## config.mk

```make
export PLATFORM = sky130hd
export DESIGN_NAME = pixel_uart_tx
export DESIGN_NICKNAME = d
export VERILOG_FILES = /design/src/rtl/pixel_uart_tx_pkg.sv /design/src/rtl/uart_tx_serializer.sv /design/src/rtl/pixel_uart_tx.sv
export SDC_FILE = /design/constraint.sdc
export NUM_CORES = 1
export LEC_CHECK = 0
export BUFFER_PORTS_ARGS = -buffer_cell sky130_fd_sc_hd__buf_4
export CORE_ASPECT_RATIO = 1.75
export CORE_MARGIN = 2
export CORE_UTILIZATION = 59
export DETAILED_ROUTE_END_ITERATION = 6
export PLACE_DENSITY_LB_ADDON = 0.3
export SLEW_MARGIN = 20
export SYNTH_ARGS = -nofsm -noshare
export SYNTH_HDL_FRONTEND = slang
export SYNTH_SLANG_ARGS = --single-unit
```

## constraint.sdc

```tcl
create_clock -name clk_i -period 2.5 [get_ports clk_i]
set_input_delay 0.5 -clock clk_i [delete_from_list [all_inputs] [get_ports clk_i]]
set_output_delay 0.5 -clock clk_i [all_outputs]
set_load 0.02 [all_outputs]
```

## src/rtl/pixel_uart_tx_pkg.sv

```systemverilog
// Shared widths and serializer state encoding for the pixel-packing UART transmitter.
package pixel_uart_tx_pkg;

    localparam int UART_W      = 8;   // bits per UART character
    localparam int QUANTIZED_W = 2;   // bits kept per pixel after truncation
    localparam int PACK_NUM    = 4;   // quantized pixels per UART character

    typedef enum logic [1:0] {
        IDLE  = 2'd0,
        START = 2'd1,
        DATA  = 2'd2,
        STOP  = 2'd3
    } ser_state_t;

endpackage

```

## src/rtl/uart_tx_serializer.sv

```systemverilog
// UART 8N1 serializer: accepts one byte when idle, then emits start, 8 data bits
// (LSB first) and stop, each 8*prescale_p cycles. The line and frame_done_o are
// registered from the current state, so the line trails the FSM by one cycle.
module uart_tx_serializer
    import pixel_uart_tx_pkg::*;
#(
    parameter int prescale_p = 27
) (
    input  logic              clk_i,
    input  logic              reset_ni,
    input  logic              valid_i,
    input  logic [UART_W-1:0] data_i,
    input  logic              last_i,
    output logic              ready_o,
    output logic              tx_serial_o,
    output logic              frame_done_o,
    output logic              active_o
);

    localparam int BIT_CYCLES = 8 * prescale_p;
    localparam int CNT_W      = (BIT_CYCLES > 1) ? $clog2(BIT_CYCLES) : 1;
    localparam int IDX_W      = $clog2(UART_W);

    ser_state_t         state;
    logic [CNT_W-1:0]   cnt;
    logic [IDX_W-1:0]   bit_idx;
    logic [UART_W-1:0]  shift;
    logic               last_flag;
    logic               bit_end;

    assign bit_end  = (cnt == CNT_W'(BIT_CYCLES - 1));
    assign ready_o  = (state == IDLE);
    assign active_o = (state != IDLE);

    // Serializer FSM with bit-period counter, shift register and registered line/pulse outputs
    always_ff @(posedge clk_i or negedge reset_ni) begin
        if (!reset_ni) begin
            state        <= IDLE;
            cnt          <= '0;
            bit_idx      <= '0;
            shift        <= '0;
            last_flag    <= 1'b0;
            tx_serial_o  <= 1'b1;
            frame_done_o <= 1'b0;
        end else begin
            frame_done_o <= 1'b0;
            unique case (state)
                IDLE: begin
                    tx_serial_o <= 1'b1;
                    if (valid_i) begin
                        shift     <= data_i;
                        last_flag <= last_i;
                        cnt       <= '0;
                        state     <= START;
                    end
                end
                START: begin
                    tx_serial_o <= 1'b0;
                    if (bit_end) begin
                        cnt     <= '0;
                        bit_idx <= '0;
                        state   <= DATA;
                    end else begin
                        cnt <= cnt + CNT_W'(1);
                    end
                end
                DATA: begin
                    tx_serial_o <= shift[0];
                    if (bit_end) begin
                        cnt   <= '0;
                        shift <= shift >> 1;
                        if (bit_idx == IDX_W'(UART_W - 1)) begin
                            state <= STOP;
                        end else begin
                            bit_idx <= bit_idx + IDX_W'(1);
                        end
                    end else begin
                        cnt <= cnt + CNT_W'(1);
                    end
                end
                STOP: begin
                    tx_serial_o <= 1'b1;
                    if (bit_end) begin
                        cnt          <= '0;
                        state        <= IDLE;
                        frame_done_o <= last_flag;
                    end else begin
                        cnt <= cnt + CNT_W'(1);
                    end
                end
                default: begin
                    tx_serial_o <= 1'b1;
                    state       <= IDLE;
                end
            endcase
        end
    end

endmodule

```

## src/rtl/pixel_uart_tx.sv

```systemverilog
// Quantizes grayscale pixels, packs several per byte (slot 0 in the LSBs), holds one
// completed byte and hands it to the UART serializer so packing overlaps transmission.
module pixel_uart_tx
    import pixel_uart_tx_pkg::*;
#(
    parameter int prescale_p   = 27,
    parameter int unpacked_p   = QUANTIZED_W,
    parameter int num_packed_p = PACK_NUM
) (
    input  logic              clk_i,
    input  logic              reset_ni,
    input  logic              valid_i,
    output logic              ready_o,
    input  logic [UART_W-1:0] data_i,
    input  logic              last_i,
    output logic              tx_serial_o,
    output logic              busy_o,
    output logic              frame_done_o
);

    localparam int SLOT_W = (num_packed_p > 1) ? $clog2(num_packed_p) : 1;

    logic [SLOT_W-1:0]     slot;
    logic [UART_W-1:0]     pack;
    logic [UART_W-1:0]     byte_next;
    logic [UART_W-1:0]     hold_data;
    logic                  hold_valid;
    logic                  hold_last;
    logic [unpacked_p-1:0] q;
    logic                  accept;
    logic                  byte_done;
    logic                  ser_ready;
    logic                  ser_active;
    logic                  unused_low_bits;

    // Truncating quantizer keeps only the top bits; the rest are intentionally dropped.
    assign q               = data_i[UART_W-1 -: unpacked_p];
    assign unused_low_bits = ^data_i[UART_W-unpacked_p-1:0];

    assign ready_o   = !hold_valid;
    assign accept    = valid_i & ready_o;
    assign byte_done = (slot == SLOT_W'(num_packed_p - 1)) | last_i;
    assign busy_o    = hold_valid | ser_active;

    // Merge the current pixel into its slot of the partially packed byte
    always_comb begin
        byte_next = pack | (UART_W'(q) << (slot * unpacked_p));
    end

    // Slot counter, packing register and one-byte holding register
    always_ff @(posedge clk_i or negedge reset_ni) begin
        if (!reset_ni) begin
            slot       <= '0;
            pack       <= '0;
            hold_data  <= '0;
            hold_last  <= 1'b0;
            hold_valid <= 1'b0;
        end else if (accept) begin
            if (byte_done) begin
                hold_data  <= byte_next;
                hold_last  <= last_i;
                hold_valid <= 1'b1;
                pack       <= '0;
                slot       <= '0;
            end else begin
                pack <= byte_next;
                slot <= slot + SLOT_W'(1);
            end
        end else if (hold_valid && ser_ready) begin
            hold_valid <= 1'b0;
        end
    end

    uart_tx_serializer #(
        .prescale_p (prescale_p)
    ) u_serializer (
        .clk_i        (clk_i),
        .reset_ni     (reset_ni),
        .valid_i      (hold_valid),
        .data_i       (hold_data),
        .last_i       (hold_last),
        .ready_o      (ser_ready),
        .tx_serial_o  (tx_serial_o),
        .frame_done_o (frame_done_o),
        .active_o     (ser_active)
    );

endmodule

```

== Word level (Yosys, flattened, before mapping) ==
Index checks and enable logic that the tools add are counted.

* Register bits: 44
* Input bits: 12
* Logic and storage cells: 72
* Output and inout port bits: 4

* Eq/ne operators: 13
* Shift-type cells: 1
* Bitwise operators: 4
* Add/subtract/negate cells: 3
* Muxes and demuxes: 24
* Reductions and logical operators: 15

{| class="wikitable"
|+ Operators with widths
! kind !! number
|-
| $mux 8 || 5
|-
| $pmux 8 s2 || 2
|-
| $mux 2 || 6
|-
| $ne 2x1->1 const B || 5
|-
| $mux 3 || 3
|-
| $add 8x1->8 const B || 1
|-
| $eq 8x8->1 const B || 1
|-
| $or 8x8->8 || 1
|-
| $pmux 2 s4 || 1
|-
| $reduce_bool 2->1 || 4
|-
| $shl 2x3->8 || 1
|-
| $eq 2x2->1 const B || 3
|-
| $pmux 3 s2 || 1
|-
| $reduce_and 2->1 || 3
|-
| $mux 1 || 5
|-
| $reduce_and 5->1 || 1
|-
| $ne 2x2->1 const B || 2
|-
| $reduce_and 4->1 || 1
|-
| $add 3x1->3 const B || 1
|-
| $eq 3x3->1 const B || 1
|-
| $pmux 1 s3 || 1
|-
| $reduce_and 3->1 || 1
|-
| $reduce_or 3->1 || 1
|-
| $add 2x1->2 const B || 1
|-
| 7 further kinds || 8
|}

== Logic depth before layout (Yosys ltp) ==
* Depth in word-level cells: 4
* Depth in mapped cells: 7
* Mapped depth without buffers: 7

== Modules after synthesis ==
Synthesis repeated with hierarchy kept, for this count alone.

* Cell total of the unflattened synthesis: 220
* Area total of the unflattened synthesis: 2,249.7 um^2

{| class="wikitable"
|+ Modules (own cells, without submodules)
! module !! cells an instance !! area each (um^2) !! seq. area each (um^2) !! times used
|-
| uart_tx_serializer || 135 || 1,325.0 || 601.8 || 1
|-
| pixel_uart_tx || 85 || 924.6 || 500.5 || 1
|}

== Worst setup path after synthesis ==
No wires, ideal clock.

* Path kind: reg2reg
* Start: register u_serializer.state[0]
* End: register u_serializer.shift[0]
* Buffers on the path: 0
* Arrival time: 1.744 ns
* Library setup time: 0.125 ns
* Cell stages (with the launch flop): 8
* Required time: 2.375 ns
* Path slack: 0.632 ns
* Clock period less this slack: 1.868 ns
* Cell sequence: dfrtp_1 inv_1 ha_1 nor2b_2 clkinv_1 o21ai_0 a21oi_4 mux2_2

* Cells in the longest elaborated chain, start to end: 3
* Elaborated cells on any way between the ends: 7
* Classes of those cells: 3 x eq/ne; 1 x mux; 3 x reduce/logical

{| class="wikitable"
|+ Ends and longest elaborated chain
! element !! RTL line !! source
|-
| start, declared || uart_tx_serializer.sv:24 || <nowiki>ser_state_t state;</nowiki>
|-
| start signal, assigned || uart_tx_serializer.sv:38 || <nowiki>state <= IDLE;</nowiki>
|-
| start signal, assigned || uart_tx_serializer.sv:54 || <nowiki>state <= START;</nowiki>
|-
| start signal, assigned || uart_tx_serializer.sv:62 || <nowiki>state <= DATA;</nowiki>
|-
| $eq 2x2->1 or $logic_not 2->1 (tied branches) || uart_tx_serializer.sv:47 || <nowiki>unique case (state)</nowiki>
|-
| $ne 2x1->1 (no source line), or another cell as far along || n/a ||
|-
| $reduce_and 3->1 (no source line) || n/a ||
|-
| end signal, assigned || uart_tx_serializer.sv:51 || <nowiki>shift <= data_i;</nowiki>
|-
| end signal, assigned || uart_tx_serializer.sv:71 || <nowiki>shift <= shift >> 1;</nowiki>
|-
| end, declared || uart_tx_serializer.sv:27 || <nowiki>logic [UART_W-1:0] shift;</nowiki>
|}

Several ways; a longest one is shown, not always the timed one.
A chain may end at the register's enable or synchronous reset.

== Worst setup path after layout ==
* Start: register u_serializer.state[0]
* End: output busy_o

* Cells in the longest elaborated chain, start to end: 2

{| class="wikitable"
|+ Ends and longest elaborated chain
! element !! RTL line !! source
|-
| $reduce_bool 2->1 || uart_tx_serializer.sv:33 || <nowiki>assign active_o = (state != IDLE);</nowiki>
|-
| $or 1x1->1 || pixel_uart_tx.sv:43 || <nowiki>assign busy_o = hold_valid | ser_active;</nowiki>
|-
| end, declared || pixel_uart_tx.sv:17 || <nowiki>output logic busy_o,</nowiki>
|}

Every way passes these cells.

==> summary.md <==
| Metric | Value |
|---|---|
| Critical path launch point type | `flop` |
| Worst setup margin | `0.303 ns` |
| CP Class | `reg -> out` |
| Post-Syn Instances | `between 150 and 200` |
| Largest net degree at the start of global routing | `45` |
| Std cell rows | `28` |
| Clk sinks | `between 40 and 50` |
| Post-CTS Setup Bufs | `0` |
| Fin nets | `228` |
| Port bufs | `9` |
| Worst Tran Pin Value | `approximately 0.54 ns` |
| DP Cell Count | `about 250` |
| Filler cell count | `252` |
| Clk buf depth | `2` |
| Vias | `~1.5k` |
| Root Buffer | `clkbuf_8` |
| Finished Core Util | `approximately two thirds` |
| Worst r2r src | `u_serializer.state[0]` |
| Commonest cells after routing, fill and taps aside | `dfrtp_1 (43), nand2_1 (18), mux2_2 (18), o21ai_0 (18), nor2_1 (15)` |
| Area of the core | `about 3400 um2` |
| Die area | `~4100 um2` |
| Skew final | `approximately 0.0071 ns` |
| Aggregate routed wire length | `between 3000 and 4000 um` |
| Layout cell share with drive strength beyond 1 | `21.6%` |
| CTS clk-pin slew, worst paths | `0.08 ns` |
| DR vias/cell | `about 5.9` |
| Area delta synth->final | `9.88%` |
| Global-route wire length before repair | `between 6000 and 7000 um` |
| Tightest Hold Check Type | `in -> async` |
| CP Launch Point | `u_serializer.state[0]` |
| Final HPWL DP | `around 2800 um` |
| IO Count | `16` |
| Final cell count without fillers | `~250` |
| Post-Syn Nets | `between 200 and 250` |
| Hold_ws | `approximately 0.19 ns` |
| Clock period minus worst slack | `2.20 ns` |
| Simple-gate share of the synthesized area | `12.2%` |
| Status | `finished clean` |
| GRT Total Usage | `20.3%` |
| Inserted Clock Buffers | `5` |
| Mux contribution to synthesized area | `about a tenth` |
| Hold violation count in the final report | `0` |
| Multi-input logic area | `~940 um2` |
| Worst relative slew slack | `63.7%` |
| Synth Area in Compound Gates | `17.3%` |
| CTS tree | `built` |
| Storage element area | `~1100 um2` |
| Synth cell types | `37` |
| Drt wl/cell | `~15 um` |
| Vias in the first global route | `approximately 1.5k` |
| GRT overflow | `0` |
| Final setup viols | `0` |
| Yosys reg bits | `44` |
| Post-CTS Hold Fix Bufs | `0` |
| Max Fclk | `approximately 460 MHz` |
| Xor/xnor share of the synthesized area | `0%` |
| FF-to-FF path depth | `7` |
| Clk_lat worst skew | `between 0.2 and 0.3 ns` |
| Max FO, Critical Path | `9` |
| Max cap viols | `0` |
| Max IR drop VDD | `around 500 uV` |
| Final ANT Viol Nets | `0` |
| Initial Utilization | `about three fifths` |
| Post-Synth Adder-Cell Area | `~5.4%` |
| Commonest non-fill, non-tap cell in the layout | `dfrtp_1` |
| DIE WIDTH | `just under 50 um` |
| Reg2Reg Setup Slack | `between 0.4 and 0.5 ns` |
| Critical Path Sink Type | `primary output` |
| Largest family of logic cells by synthesized area | `compound AO/OA/AOI/OAI gates` |
| Period utilization | `87.9%` |
| Final setup TNS | `0 ns` |
| Routability Congestion | `0.815` |
| Yosys warns | `0` |
| Diodes inserted | `0` |
| CTS resizes | `0` |
| Initial antenna violation count | `0` |
| Worst Path Arrival | `about 1.7 ns` |
| Sequential area share after synthesis | `a little over half` |
| RSZ-0062 raised after global routing | `false` |
| Cell Area, Placed | `around 2200 um2` |
| Fin. max-slew vios | `0` |
| Die height | `~83 um` |
| Final Cell Area | `roughly 2300 um2` |
| TritonRoute pass-1 iters | `4` |
| Tot Pwr | `around 1.7 mW` |
| Pwr Density | `roughly 720 nW/um2` |
| Pre-CTS setup slack | `slightly below 0.5 ns` |
| DRC | `0` |
| Static leakage | `between 1 and 1.5 nW` |
| CTS H-tree depth | `2` |
| Worst Path Required | `2.00 ns` |
| DRT iter0 DRCs | `25` |
| Mapped Area | `roughly 2100 um2` |
| Syn Area/Cell | `~11 um2` |
[Yosys cell counts]
cell type	n	share of area [%]
a41oi_1	3	1.3
ha_1	9	5.4
and2_2	1	0.36
clkbuf_1	4	0.71
or2_2	1	0.30
inv_1	6	1.1
o21ai_0	18	4.3
nand2_1	18	3.2
nand3_1	3	0.71
and3_1	2	0.60
buf_2	2	0.48
o21ai_1	1	0.24
nor2b_1	5	1.5
nor2b_2	1	0.42
o2bb2ai_1	1	0.42
nand2b_1	1	0.30
a31oi_1	12	3.6
and4_1	1	0.42
mux2i_1	1	0.48
nor3_1	2	0.48
dfrtp_1	43	51
a31o_2	1	0.42
and3_2	1	0.36
nand4_1	1	0.30
nor3b_2	1	0.60
mux2_2	18	9.6
nor2_1	15	2.7
a22oi_1	1	0.36
a21oi_1	10	2.4
o32a_1	1	0.48
o211a_1	1	0.48
dfstp_2	1	1.3
buf_1	1	0.18
o221a_2	1	0.54
clkinv_1	1	0.18
a22o_1	5	2.1
a21oi_4	1	0.77
[routing by layer]
layer / track usage [%] / up-vias / part of all wire [%]
met5: 0 / - / 0
met4: 8.57 / 0 / 2.1
met3: 3.96 / 11 / 2.6
met2: 36.4 / 33 / 56
met1: 22.8 / 720 / 40
li1: - / 724 / -
[where the power goes]
part	switching [mW]	leakage [nW]	internal, mW
Sequential	0.109	0.573	0.826
Combinational	0.138	0.497	0.132
Clock	0.224	0.0455	0.225
[worst paths after layout]
| check | to |
|---|---|
| worst max-delay path | busy_o |
| worst min-delay path | u_serializer.shift[1] |
| worst max register to register | u_serializer.shift[6] |
| worst min register to register | hold_data[7] |
| max in group asynchronous | u_serializer.tx_serial_o |
| min in group clk_i | hold_last |
[kinds of logic (layout without fill, tap and decap cells)]
group           Yosys count  count (layout)
mux                      19              19
buf+inv                  14              27
compound gates           56              56
flops                    44              44
simple gates             53              53
fa+ha+maj                 9               9
[flip-flops by register name (all words and copies together), names as in the netlist]
name / flops
hold_data: 8
pack: 8
u_serializer.cnt: 8
u_serializer.shift: 8
u_serializer.bit_idx: 3
slot: 2
u_serializer.state: 2
hold_last: 1
hold_valid: 1
u_serializer.frame_done_o: 1
u_serializer.last_flag: 1
u_serializer.tx_serial_o: 1
[final cells by class]
type,instances,area share [%]
Multi-Input combinational cell,137,40.9
Inverter,7,1.14
Timing Repair Buffer,12,3.90
Clock buffer,8,3.90
Sequential cell,44,47.7
Tap cell,45,2.44
[worst max-delay path: stages (launching register included)]
cell	delay (ns)
dfrtp_1	0.43
inv_1	0.12
ha_1	0.18
nor2b_2	0.19
clkinv_1	0.25
buf_4	0.25
Power figures use the tool's default switching activity.
